## src/rtl/chan_scan_seq_if.sv

```systemverilog
// Channel-scan sequencer bus bundle.
// Groups the control, configuration, sample handshake and status signals of
// chan_scan_seq so the sequencer and its driver share one port definition.
//   master : drives start/stop/cont/mask/dwell/sample_ack/irq_clr, observes status
//   slave  : the sequencer side (chan_scan_seq)
interface chan_scan_seq_if #(
    parameter int DWELL_W = 8
);
    logic               start;
    logic               stop;
    logic               cont;
    logic [7:0]         mask;
    logic [DWELL_W-1:0] dwell;
    logic [2:0]         sel;
    logic               sel_vld;
    logic               sample_req;
    logic               sample_ack;
    logic               busy;
    logic               sweep_done;
    logic               irq;
    logic               irq_clr;

    modport master (
        output start, stop, cont, mask, dwell, sample_ack, irq_clr,
        input  sel, sel_vld, sample_req, busy, sweep_done, irq
    );

    modport slave (
        input  start, stop, cont, mask, dwell, sample_ack, irq_clr,
        output sel, sel_vld, sample_req, busy, sweep_done, irq
    );
endinterface

```

## src/rtl/chan_scan_seq.sv

```systemverilog
// Channel-scan sequencer for the 3-to-8 one-hot decoder stage.
// Walks the enabled channels of a latched mask in ascending order, holds each
// channel for (dwell+1) cycles, then handshakes a sample request before moving
// on. Single-sweep or continuous (wrap) operation.
//
// Ports:
//   clk    : clock, all logic on rising edge
//   rst_n  : synchronous active-low reset
//   bus_if : chan_scan_seq_if.slave (start/stop/cont/mask/dwell in,
//            sel/sel_vld/sample_req out, sample_ack in, busy/sweep_done/irq out,
//            irq_clr in)
//
// Optional feature macro: SCAN_IRQ_EN
//   defined   : sticky irq set by every sweep_done, cleared by irq_clr (set wins)
//   undefined : irq tied low, irq_clr unused
//
// state  | meaning
// -------+-------------------------------------------------------------
// IDLE   | waiting for start with a non-empty mask; sel holds last value
// DWELL  | sel live, counting down the dwell time for the current channel
// REQ    | sample_req high, waiting for sample_ack to advance/wrap/stop
module chan_scan_seq #(
    parameter int DWELL_W = 8
) (
    input  logic           clk,
    input  logic           rst_n,
    chan_scan_seq_if.slave bus_if
);
    typedef enum logic [1:0] {
        S_IDLE  = 2'd0,
        S_DWELL = 2'd1,
        S_REQ   = 2'd2
    } state_t;

    state_t             state_q, state_d;
    logic [2:0]         sel_q, sel_d;
    logic [7:0]         mask_q, mask_d;
    logic [DWELL_W-1:0] cnt_q, cnt_d;
    logic               stop_pend_q, stop_pend_d;
    logic               done_q, done_d;
    logic               vld_q, req_q;
    logic [7:0]         above;
    logic               stop_eff;

    function automatic logic [2:0] lowest_bit(input logic [7:0] v);
        lowest_bit = 3'd0;
        for (int i = 7; i >= 0; i--) begin
            if (v[i]) lowest_bit = 3'(i);
        end
    endfunction

    always_comb begin
        state_d     = state_q;
        sel_d       = sel_q;
        mask_d      = mask_q;
        cnt_d       = cnt_q;
        stop_pend_d = stop_pend_q;
        done_d      = 1'b0;
        // Enabled channels strictly above the current one.
        above       = mask_q & (8'hFE << sel_q);
        // A stop arriving together with the ack still ends the scan on that ack.
        stop_eff    = stop_pend_q | bus_if.stop;

        case (state_q)
            S_IDLE: begin
                if (bus_if.start && !bus_if.stop && (bus_if.mask != 8'd0)) begin
                    mask_d  = bus_if.mask;
                    sel_d   = lowest_bit(bus_if.mask);
                    cnt_d   = bus_if.dwell;
                    state_d = S_DWELL;
                end
            end
            S_DWELL: begin
                stop_pend_d = stop_eff;
                if (cnt_q == '0) state_d = S_REQ;
                else             cnt_d   = cnt_q - 1'b1;
            end
            S_REQ: begin
                stop_pend_d = stop_eff;
                if (bus_if.sample_ack) begin
                    if (stop_eff) begin
                        state_d     = S_IDLE;
                        stop_pend_d = 1'b0;
                        done_d      = (above == 8'd0);
                    end else if (above != 8'd0) begin
                        sel_d   = lowest_bit(above);
                        cnt_d   = bus_if.dwell;
                        state_d = S_DWELL;
                    end else begin
                        done_d = 1'b1;
                        if (bus_if.cont && (bus_if.mask != 8'd0)) begin
                            mask_d  = bus_if.mask;
                            sel_d   = lowest_bit(bus_if.mask);
                            cnt_d   = bus_if.dwell;
                            state_d = S_DWELL;
                        end else begin
                            state_d     = S_IDLE;
                            stop_pend_d = 1'b0;
                        end
                    end
                end
            end
            default: state_d = S_IDLE;
        endcase
    end

    always_ff @(posedge clk) begin
        if (!rst_n) begin
            state_q     <= S_IDLE;
            sel_q       <= 3'd0;
            mask_q      <= 8'd0;
            cnt_q       <= '0;
            stop_pend_q <= 1'b0;
            done_q      <= 1'b0;
            vld_q       <= 1'b0;
            req_q       <= 1'b0;
        end else begin
            state_q     <= state_d;
            sel_q       <= sel_d;
            mask_q      <= mask_d;
            cnt_q       <= cnt_d;
            stop_pend_q <= stop_pend_d;
            done_q      <= done_d;
            // Status flops decode the next state so they move on the same edge.
            vld_q       <= (state_d != S_IDLE);
            req_q       <= (state_d == S_REQ);
        end
    end

    assign bus_if.sel        = sel_q;
    assign bus_if.sel_vld    = vld_q;
    assign bus_if.busy       = vld_q;
    assign bus_if.sample_req = req_q;
    assign bus_if.sweep_done = done_q;

`ifdef SCAN_IRQ_EN
    logic irq_q;

    // Set from the sweep_done pulse so a clear in that same cycle loses.
    always_ff @(posedge clk) begin
        if (!rst_n) irq_q <= 1'b0;
        else        irq_q <= done_q | (irq_q & ~bus_if.irq_clr);
    end

    assign bus_if.irq = irq_q;
`else
    logic unused_irq_clr;
    assign unused_irq_clr = bus_if.irq_clr;
    assign bus_if.irq     = 1'b0;
`endif
endmodule

```

## src/flat_wrapper.sv

```systemverilog
// flat-port wrapper written by rule: the top's interface ports become plain ports
module chan_scan_seq_flat 
#(
    parameter int DWELL_W = 8
)
  (clk, rst_n, bus_if_start, bus_if_stop, bus_if_cont, bus_if_mask, bus_if_dwell, bus_if_sample_ack, bus_if_irq_clr, bus_if_sel, bus_if_sel_vld, bus_if_sample_req, bus_if_busy, bus_if_sweep_done, bus_if_irq);
  chan_scan_seq_if #(.DWELL_W(DWELL_W)) bus_if_i ();
  input  logic clk;
  input  logic rst_n;
  input wire logic [$bits(bus_if_i.start)-1:0] bus_if_start;
  input wire logic [$bits(bus_if_i.stop)-1:0] bus_if_stop;
  input wire logic [$bits(bus_if_i.cont)-1:0] bus_if_cont;
  input wire logic [$bits(bus_if_i.mask)-1:0] bus_if_mask;
  input wire logic [$bits(bus_if_i.dwell)-1:0] bus_if_dwell;
  input wire logic [$bits(bus_if_i.sample_ack)-1:0] bus_if_sample_ack;
  input wire logic [$bits(bus_if_i.irq_clr)-1:0] bus_if_irq_clr;
  output wire logic [$bits(bus_if_i.sel)-1:0] bus_if_sel;
  output wire logic [$bits(bus_if_i.sel_vld)-1:0] bus_if_sel_vld;
  output wire logic [$bits(bus_if_i.sample_req)-1:0] bus_if_sample_req;
  output wire logic [$bits(bus_if_i.busy)-1:0] bus_if_busy;
  output wire logic [$bits(bus_if_i.sweep_done)-1:0] bus_if_sweep_done;
  output wire logic [$bits(bus_if_i.irq)-1:0] bus_if_irq;
  assign bus_if_i.start = bus_if_start;
  assign bus_if_i.stop = bus_if_stop;
  assign bus_if_i.cont = bus_if_cont;
  assign bus_if_i.mask = bus_if_mask;
  assign bus_if_i.dwell = bus_if_dwell;
  assign bus_if_i.sample_ack = bus_if_sample_ack;
  assign bus_if_i.irq_clr = bus_if_irq_clr;
  assign bus_if_sel = bus_if_i.sel;
  assign bus_if_sel_vld = bus_if_i.sel_vld;
  assign bus_if_sample_req = bus_if_i.sample_req;
  assign bus_if_busy = bus_if_i.busy;
  assign bus_if_sweep_done = bus_if_i.sweep_done;
  assign bus_if_irq = bus_if_i.irq;
  chan_scan_seq #(.DWELL_W(DWELL_W)) u_core (.clk(clk), .rst_n(rst_n), .bus_if(bus_if_i));
endmodule
```

## config.mk

```make
export PLATFORM = sky130hd
export DESIGN_NAME = chan_scan_seq_flat
export DESIGN_NICKNAME = d
export VERILOG_FILES = /design/src/rtl/chan_scan_seq_if.sv /design/src/rtl/chan_scan_seq.sv /design/src/flat_wrapper.sv
export SDC_FILE = /design/constraint.sdc
export NUM_CORES = 1
export LEC_CHECK = 0
export BUFFER_PORTS_ARGS = -buffer_cell sky130_fd_sc_hd__buf_4
export CORE_MARGIN = 10
export CORE_UTILIZATION = 24
export CTS_CLUSTER_DIAMETER = 60
export DETAILED_ROUTE_END_ITERATION = 8
export PLACE_DENSITY_LB_ADDON = 0.2
export SETUP_SLACK_MARGIN = 0.3
export SKIP_CTS_REPAIR_TIMING = 1
export SYNTH_ARGS = -nofsm -noshare
export SYNTH_HDL_FRONTEND = slang
export SYNTH_SLANG_ARGS = --single-unit
export TNS_END_PERCENT = 10
```

## constraint.sdc

```tcl
create_clock -name clk -period 2.35 [get_ports clk]
set_input_delay 0.47 -clock clk [delete_from_list [all_inputs] [get_ports clk]]
set_output_delay 0.47 -clock clk [all_outputs]
set_load 0.02 [all_outputs]
```

==> results.toml <==
[setup_path]
critPathArrivalTime_ps = 2130
r2r_slack_ps = 420
cp-start-kind = "flip-flop"
crit_fanout = 10
slowest_stage = "dfxtp_1"
path_common_cell = "inv_1"
crit_chain = "inv_1, ha_1, inv_1, a2bb2oi_4, o41ai_4, buf_4, or3_1, a21oi_1"
critPathCaptureType = "flip-flop"
critPathKind = "reg2reg"
max_stage_delay_ps = 400
cp_data_required_time_ps = 2550

[logic_synthesis]
syn_nets = 244
synth_xor_area_share_pct = 0
synth_compound_area_share_pct = 29.6
synthMuxAreaShare_pct = 3.95
synthAdderAreaFrac_pct = 4.24
synthCells = 215
synthFlopType = "dfxtp_1"
synth_simple_gate_area_share_pct = 27.5
synth_area_um2 = 1770
yosys_warnings = 0
avgSynthCellArea_um2 = 8.24
ys_seq_area_share_pct = 27.1
synth_edf_count = 0
synth-seq-cells = 24
synth_top_family_by_area = "compound AO/OA/AOI/OAI gates"
async_reset_ff_share_pct = 0
ys_types = 55

[layout]
nets = 272
synthToLayoutAreaGrowth_pct = 20.3
multi_input_area_um2 = 1170
seqCellArea_um2 = 483
drive_above_1_share_pct = 24.9
fillCellCount = 804
utilization_pct = 29.5
antenna_cells = 0

[flow_run]
drv_cap = 0

[floorplanning]
die_h_um = 106
die_w_um = 106
io_pins = 31
die-area_um2 = 11200
rows = 31
initial_core_util_pct = 24.6
core-area_um2 = 7210

[timing]
setup_violations = 0
period_minus_slack_ps = 1930
finalCritPeriodShare_pct = 82.3
slew_violations = 0
worstMarginPinSlew_ps = 504
max_slew_margin_pct = 66.4
clock.fmax_mhz = 517
rsz0062_at_grt = "true"
hold_viol = 0
clock_skew_ps = 2.62
fin_tns_setup_ps = 0

[clock_network]
cts_max_level = 1
ctsRootBufferMaster = "clkbuf_8"
clk_latency_ps = 270
clk_pin_slew_ps = 90
cts.sinks = 24
cts_buffer_depth = 2
cts_tree = "built"
numCtsBuffers = 3

[run_status]
outcome = "completed"

[power]
pwr-share-comb_pct = 43.6
power_density_nw_per_um2 = 644
intPower_mw = 0.835
power.leakage_nw = 0.834
power_mw = 1.37
pwr-share-seq_pct = 38.0
vdd_drop_max_v = 0.000210
switching_share_pct = 39.1
power_frac_clock_pct = 18.3
p_sw_mw = 0.537

[detailed_routing]
avgViaCountPerCell = 4.64
vias = 1576
wl_um = 4570
wire_per_inst_um = 13.5
post-route-drc-count = 0
drt_first_pass_iters = 4
drt_first_iter_violations = 57
ant_nets = 0

[global_routing]
grt_pass1_wl_um = 7660
grt-ovfl-total = 0
grt_busiest_layer = "met2"
use_met3_pct = 1.87
grtUsageMet2_pct = 13.1
met1_usage_pct = 10.5
grt_util_all_layers_pct = 8.05
grt_pass1_vias = 1601
grt_max_degree = 25
antenna_found_initial = 0

[place]
dpl.hpwl_um = 3580
portBuffers = 28
place.gp.congestion = 0.793

[min_path]
hold_class = "in2reg"
==> final cells by class <==
type,instances,area share (%)
Multi-Input combinational cell,165,54.8
Clock buffer,3,1.94
Sequential cell,24,22.7
Timing Repair Buffer,35,12.3
Inverter,14,2.47
Tap cell,99,5.81
==> layout by cell type, fill, tap and decap left out, types with 2 or more instances in the layout <==
cell	n
buf_4	35
nand2_1	23
dfxtp_1	22
a21oi_1	17
nor2_1	16
inv_1	14
nor3_1	13
nand2b_1	7
nor2b_1	7
mux2i_1	7
o31ai_1	6
ha_1	6
o21bai_1	5
o21ai_1	5
o311ai_1	4
or3_1	3
o32ai_1	3
o21ai_0	3
clkbuf_8	3
nor4_4	2
o21a_1	2
nor2_2	2
o211ai_1	2
a21o_1	2
dfxtp_2	2
==> per-layer routing <==
| metal | up-vias | routed length, µm | share of wire, % |
|---|---|---|---|
| met5 | - | 0 | 0 |
| met4 | 0 | 20 | 0.44 |
| met3 | 2 | 172 | 3.8 |
| met2 | 28 | 2100 | 46 |
| met1 | 718 | 2280 | 50 |
| li1 | 828 | - | - |
==> worst max-delay path, delay by kind of cell (launching register included) <==
kind | cells | cell delay [ps]
buffers and inverters | 3 | 430
and+or+nand+nor | 1 | 350
DFF | 1 | 400
AOI/OAI and AO/OA | 3 | 450
adders and majority gates | 1 | 230
==> registers in the layout, indices dropped and copies added (netlist names) <==
signal	flops
u_core.bus_if.sample_req	1
u_core.mask_q	7
u_core.bus_if.busy	1
u_core.bus_if.sel	3
u_core.cnt_q	8
u_core.bus_if.sweep_done	1
u_core.state_q	2
u_core.stop_pend_q	1
==> path summary, 6_finish.rpt <==
kind / from / endpoint / cells past startpoint
min reg2reg: u_core.mask_q[1] / u_core.mask_q[1] / 2
min: bus_if_sample_ack / u_core.stop_pend_q / 2
max: u_core.state_q[1] / u_core.cnt_q[1] / 8
max reg2reg: u_core.state_q[1] / u_core.cnt_q[1] / 8
==> stage by stage <==
step,worst slack [ps],hold slack (ps),std cells,cell area (µm²)
floorplan,454,439,215,1770
global placement,195,462,336,2070
detailed placement,181,461,336,2070
CTS,277,412,339,2110
global route,281,427,340,2130
finish,415,419,340,2130
==> logic make-up (layout without fill, tap and decap cells) <==
group           after synthesis  count (layout)
mux                           7               7
other cells                   1               1
fa+ha+maj                     6               6
compound gates               65              65
flops                        24              24
simple gates                 86              86
buf+inv                      26              52
==> cell usage after synthesis (3+ instances only) <==
library cell / number / share of area, %
mux2i_1: 7 / 4.0
o21bai_1: 5 / 2.1
nor2b_1: 7 / 2.5
inv_1: 14 / 3.0
nand2_1: 23 / 4.9
o21ai_0: 3 / 0.85
o311ai_1: 4 / 2.0
o31ai_1: 6 / 2.5
clkbuf_1: 5 / 1.1
nor2_1: 16 / 3.4
buf_6: 3 / 1.9
nand2b_1: 7 / 2.5
dfxtp_1: 24 / 27
o32ai_1: 3 / 1.5
a21oi_1: 17 / 4.8
or3_1: 3 / 1.1
ha_1: 6 / 4.2
o21ai_1: 5 / 1.4
nor3_1: 13 / 3.7
==> power groups by stage <==
stage	Sequential (mW)	Combinational [mW]	Clock (mW)
floorplan	0.519	0.457	0
global route	0.531	0.671	0.278
CTS	0.521	0.599	0.268
detailed placement	0.530	0.597	0
global placement	0.530	0.603	0
finish	0.522	0.598	0.252
Power figures use the tool's default switching activity.
